===== config.mk =====
export PLATFORM = sky130hd
export DESIGN_NAME = egg_timer_ctrl
export DESIGN_NICKNAME = d
export VERILOG_FILES = /design/src/rtl/egg_timer_ctrl.sv
export SDC_FILE = /design/constraint.sdc
export NUM_CORES = 1
export LEC_CHECK = 0
export CORE_ASPECT_RATIO = 0.6
export CORE_MARGIN = 3
export CORE_UTILIZATION = 55
export DETAILED_ROUTE_END_ITERATION = 10
export DONT_BUFFER_PORTS = 1
export PLACE_DENSITY = 0.73
export RECOVER_POWER = 100
export SETUP_SLACK_MARGIN = 0.15
export SYNTH_ARGS = -nofsm -noshare
export SYNTH_HDL_FRONTEND = slang
export SYNTH_SLANG_ARGS = --single-unit

===== constraint.sdc =====
create_clock -name clk -period 2.7 [get_ports clk]
set_input_delay 0.54 -clock clk [delete_from_list [all_inputs] [get_ports clk]]
set_output_delay 0.54 -clock clk [all_outputs]
set_load 0.005 [all_outputs]

===== src/rtl/egg_timer_ctrl.sv =====
// Egg-timer control FSM: field setting, run/pause, and a timed end-of-count flash phase.
// All outputs come from registers; buttons are active low and act on release.
module egg_timer_ctrl #(
  parameter int unsigned NUM_FIELDS    = 2,
  parameter int unsigned FIELD_W       = 1,
  parameter int unsigned FLASH_CYCLES  = 25_000_000,
  parameter int unsigned FLASH_TOGGLES = 6,
  parameter int unsigned CNT_W         = 25
) (
  input  logic               clk,
  input  logic               rst_n,
  input  logic               key_clr,
  input  logic               key_sel,
  input  logic               key_run,
  input  logic               finish,
  output logic [3:0]         state,
  output logic [FIELD_W-1:0] field,
  output logic               set_en,
  output logic               run_en,
  output logic               flash_on,
  output logic               done
);

  localparam int unsigned TcW = (FLASH_TOGGLES > 1) ? $clog2(FLASH_TOGGLES) : 1;
  localparam logic [FIELD_W-1:0] FieldLast = FIELD_W'(NUM_FIELDS - 1);
  localparam logic [CNT_W-1:0]   HcLast    = CNT_W'(FLASH_CYCLES - 1);
  localparam logic [TcW-1:0]     TcLast    =
      TcW'((FLASH_TOGGLES == 0) ? 32'd0 : FLASH_TOGGLES - 1);
  localparam logic [TcW-1:0]     TcMax     = '1;

  typedef enum logic [3:0] {
    StIdle     = 4'd0,
    StSet      = 4'd1,
    StSetRel   = 4'd2,
    StReady    = 4'd3,
    StReadyRel = 4'd4,
    StRun      = 4'd5,
    StRunRel   = 4'd6,
    StFlash    = 4'd7,
    StAckRel   = 4'd8
  } state_e;

  state_e             state_q, state_d;
  logic [FIELD_W-1:0] field_q, field_d;
  logic [CNT_W-1:0]   hc_q, hc_d;
  logic [TcW-1:0]     tc_q, tc_d;
  logic               flash_q, flash_d;
  logic               done_q, done_d;

  always_ff @(posedge clk) begin
    if (!rst_n) begin
      state_q <= StIdle;
      field_q <= '0;
      hc_q    <= '0;
      tc_q    <= '0;
      flash_q <= 1'b0;
      done_q  <= 1'b0;
    end else begin
      state_q <= state_d;
      field_q <= field_d;
      hc_q    <= hc_d;
      tc_q    <= tc_d;
      flash_q <= flash_d;
      done_q  <= done_d;
    end
  end

  always_comb begin
    state_d = state_q;
    field_d = field_q;
    hc_d    = hc_q;
    tc_d    = tc_q;
    flash_d = flash_q;
    done_d  = 1'b0;
    if (!key_clr) begin
      state_d = StIdle;
      field_d = '0;
      hc_d    = '0;
      tc_d    = '0;
      flash_d = 1'b0;
    end else begin
      unique case (state_q)
        StIdle: begin
          state_d = StSet;
          field_d = '0;
        end
        StSet: begin
          if (!key_sel) state_d = StSetRel;
        end
        StSetRel: begin
          if (key_sel) begin
            if (field_q == FieldLast) begin
              state_d = StReady;
            end else begin
              field_d = field_q + FIELD_W'(1);
              state_d = StSet;
            end
          end
        end
        StReady: begin
          // Re-editing parks on the last field so the release lands back in READY.
          if (!key_run) begin
            state_d = StReadyRel;
          end else if (!key_sel) begin
            state_d = StSetRel;
            field_d = FieldLast;
          end
        end
        StReadyRel: begin
          if (key_run) state_d = StRun;
        end
        StRun: begin
          if (!key_run) begin
            state_d = StRunRel;
          end else if (finish) begin
            state_d = StFlash;
            flash_d = 1'b1;
            hc_d    = '0;
            tc_d    = '0;
          end
        end
        StRunRel: begin
          if (key_run) state_d = StReady;
        end
        StFlash: begin
          if (!key_run) begin
            state_d = StAckRel;
            flash_d = 1'b0;
            hc_d    = '0;
          end else if (hc_q == HcLast) begin
            hc_d = '0;
            if (FLASH_TOGGLES != 0 && tc_q == TcLast) begin
              state_d = StIdle;
              flash_d = 1'b0;
              done_d  = 1'b1;
            end else begin
              flash_d = ~flash_q;
              if (tc_q != TcMax) tc_d = tc_q + TcW'(1);
            end
          end else begin
            hc_d = hc_q + CNT_W'(1);
          end
        end
        StAckRel: begin
          if (key_run) state_d = StIdle;
        end
        default: state_d = StIdle;
      endcase
    end
  end

  always_comb begin
    state    = state_q;
    field    = field_q;
    set_en   = (state_q == StSet);
    run_en   = (state_q == StRun);
    flash_on = flash_q;
    done     = done_q;
  end

endmodule


==> results.cfg <==
[cts]
clk_pin_slew_ps = 70
insertion_delay_ps = 290
clock_sinks = 35
cts_tree = yes
htreeDepth = 2
ctsResizeCount = 0
clock_tree.buffer_depth = 2
cts_made_buffers = 5
cts_setup_buffers = 0
cts-root-buf = clkbuf_8
postCtsHoldBufs = 0

[critical_path]
cp.required_ps = 2880
crit_chain = ha_1, nand3_1, nor4_4, clkbuf_1, a21oi_2, buf_4, a21o_1, a21o_1
worst_setup_path_start_kind = flip-flop
crit_path_max_incr_delay_ps = 400
crit_fanout = 18
crit_type = reg2reg
cp_slowest_cell = dfxtp_1
crit_path_frequent_cell = a21o_1
worst_setup_path_end_kind = flip-flop
worstPathArrival_ps = 2450

[final_layout]
multiInputGateArea_um2 = 1260
nets = 271
fillers = 302
register_area_um2 = 701
drive_gt1_share_pct = 5.73
final_cells = 307
synthToLayoutAreaGrowth_pct = 6.45
num_antenna_cells = 0

[floorplan]
core_um2 = 3420
dieHeight_um = 53.4
num_rows = 16
initial_core_util_pct = 60.1
die_w_um = 84.9
num_io_pins = 15
dieArea_um2 = 4530

[timing]
hold_viol_final = 0
fin_crit_sh_pct = 83.9
rsz0062_at_grt = no
setup_viol = 0
relSlewSlack_pct = 40.7
final.setup.tns_ps = 0
fin_worst_skew_ps = 5.98
fmax_ghz = 0.441
worst_slew_pin_slew_ps = 887
post-route-min-period_ps = 2270
finalMaxSlewViolations = 0

[route]
dr.pass1.iters = 5
drc = 0
drt-initial-drc-count = 150
wl_mm = 4.97
drtAntennaViolNets = 0
wl_per_cell_um = 16.2
viasPerCell = 6.43
num_vias = 1974

[synth]
synth_commonest_cells = dfxtp_1 (35), nor2_1 (22), nand2_1 (21), nand3_1 (15), nor3_1 (15)
synth_seq_cells = 35
yosys_warnings = 0
synth.area.top_cells = dfxtp_1 (34%), mux2i_1 (4.4%), nor2_1 (4.0%)
post_synth_num_cell_types = 51
synthFlopType = dfxtp_1
synth_edf_count = 0
yosys.area.top_type_share_pct = 34.1
synth_nets = 271
syn_inst = 261
ys_seq_area_share_pct = 34.1
synth_area_per_cell_um2 = 7.88
yosysMostFrequentCell = dfxtp_1
synth_area_um2 = 2060
yosys.area.top_type = dfxtp_1
synth_async_sr_flop_share_pct = 0

[global_route]
track_usage_pct = 23.5
grt_pass1_vias = 1746
grt-ovfl-total = 0
grt_pass1_wl_mm = 8.34
grt_max_degree = 19
antenna_found_initial = 0

[place]
hpwl_mm = 3.65
portBuffers = 0
dp.cells = 299
routabilityCongestion = 0.878

[power]
power_density_nw_per_um2 = 446
irDropWorstVdd_mv = 0.266
p_leak_uw = 0.000697

[job]
drv_cap = 0

[worst_hold_path]
hp-class = in2reg

[outcome]
status = finished clean
==> routing by layer <==
metal  part of all wire (%)  routed length (um)  up-vias  global-route usage (%)
li1                       -                   -      962                       -
met1                     51                2540      952                    33.7
met2                     42                2100       58                    35.6
met3                    6.5                 322        2                    5.44
met4                   0.20                  10        0                    5.53
met5                      0                   0        -                       0
==> flip-flops by register name, summed over array words and instances, names as in the netlist <==
register  cells
done          1
flash_on      1
state         4
field         1
hc_q         25
tc_q          3
==> cells in the final DEF, fill, tap and decap left out, types with 3 or more instances in the layout <==
cell      instances
dfxtp_1          35
nor2_1           22
nand2_1          21
nand3_1          16
nor3_1           15
a21oi_1          14
nand4_1          13
o21ai_0          12
inv_1            10
mux2i_1           9
a31oi_1           8
clkbuf_8          7
and2_1            6
xnor2_1           5
and4_1            4
and3_1            4
a21o_1            4
ha_1              4
clkbuf_1          4
nand3b_1          3
or4_1             3
a211oi_1          3
or3_1             3
buf_4             3
==> logic make-up (layout without fill, tap and decap cells) <==
| kind of cell | after synthesis | count (layout) | synth area share, % |
|---|---|---|---|
| AND/OR/NAND/NOR | 128 | 128 | 35.1 |
| AO/OA/AOI/OAI | 55 | 55 | 16.7 |
| flip-flops | 35 | 35 | 34.1 |
| buffers and inverters | 23 | 24 | 4.38 |
| multiplexers | 9 | 9 | 4.38 |
| XOR/XNOR | 7 | 7 | 2.98 |
| adder cells (fa/ha/maj) | 4 | 4 | 2.43 |
==> cell type report <==
class	count	area share, %
Timing Repair Buffer	6	1.54
Tap cell	45	2.57
Sequential cell	35	32.0
Inverter	10	1.72
Multi-Input combinational cell	203	57.6
Clock buffer	8	4.57
==> where the power goes <==
group / switching (uW) / internal (uW) / total, uW
Sequential: 3.10 / 517 / 520
Combinational: 22.0 / 12.3 / 34.3
Clock: 187 / 233 / 420
==> critical path, delay by kind of cell (launching register included) <==
family | cells | cell delay (ps)
flip-flops | 1 | 400
buffers and inverters | 2 | 520
AND/OR/NAND/NOR | 2 | 590
AO/OA/AOI/OAI | 3 | 420
adder cells (fa/ha/maj) | 1 | 240
==> metrics by stage <==
step | setup WS (ps) | utilization, % | power (uW) | hold WS (ps) | area (um^2)
floorplan | 754 | - | 560 | 432 | 2060
global placement | 628 | 61.5 | 567 | 439 | 2100
detailed placement | 616 | 61.5 | 567 | 456 | 2100
CTS | 584 | 64.4 | 976 | 322 | 2200
global route | 274 | 63.9 | 1000 | 315 | 2190
finish | 435 | 63.9 | 975 | 323 | 2190
==> worst paths after layout <==
check,from,to,slack (ps),depth (start not counted)
max,hc_q[0]$_SDFFE_PN0P_,hc_q[21]$_SDFFE_PN0P_,430,8
min,key_run,state[3]$_SDFFE_PN0P_,320,1
max reg2reg,hc_q[0]$_SDFFE_PN0P_,hc_q[21]$_SDFFE_PN0P_,430,8
min reg2reg,hc_q[24]$_SDFFE_PN0P_,hc_q[24]$_SDFFE_PN0P_,470,1
No activity file was read; power rests on OpenSTA's default activity.
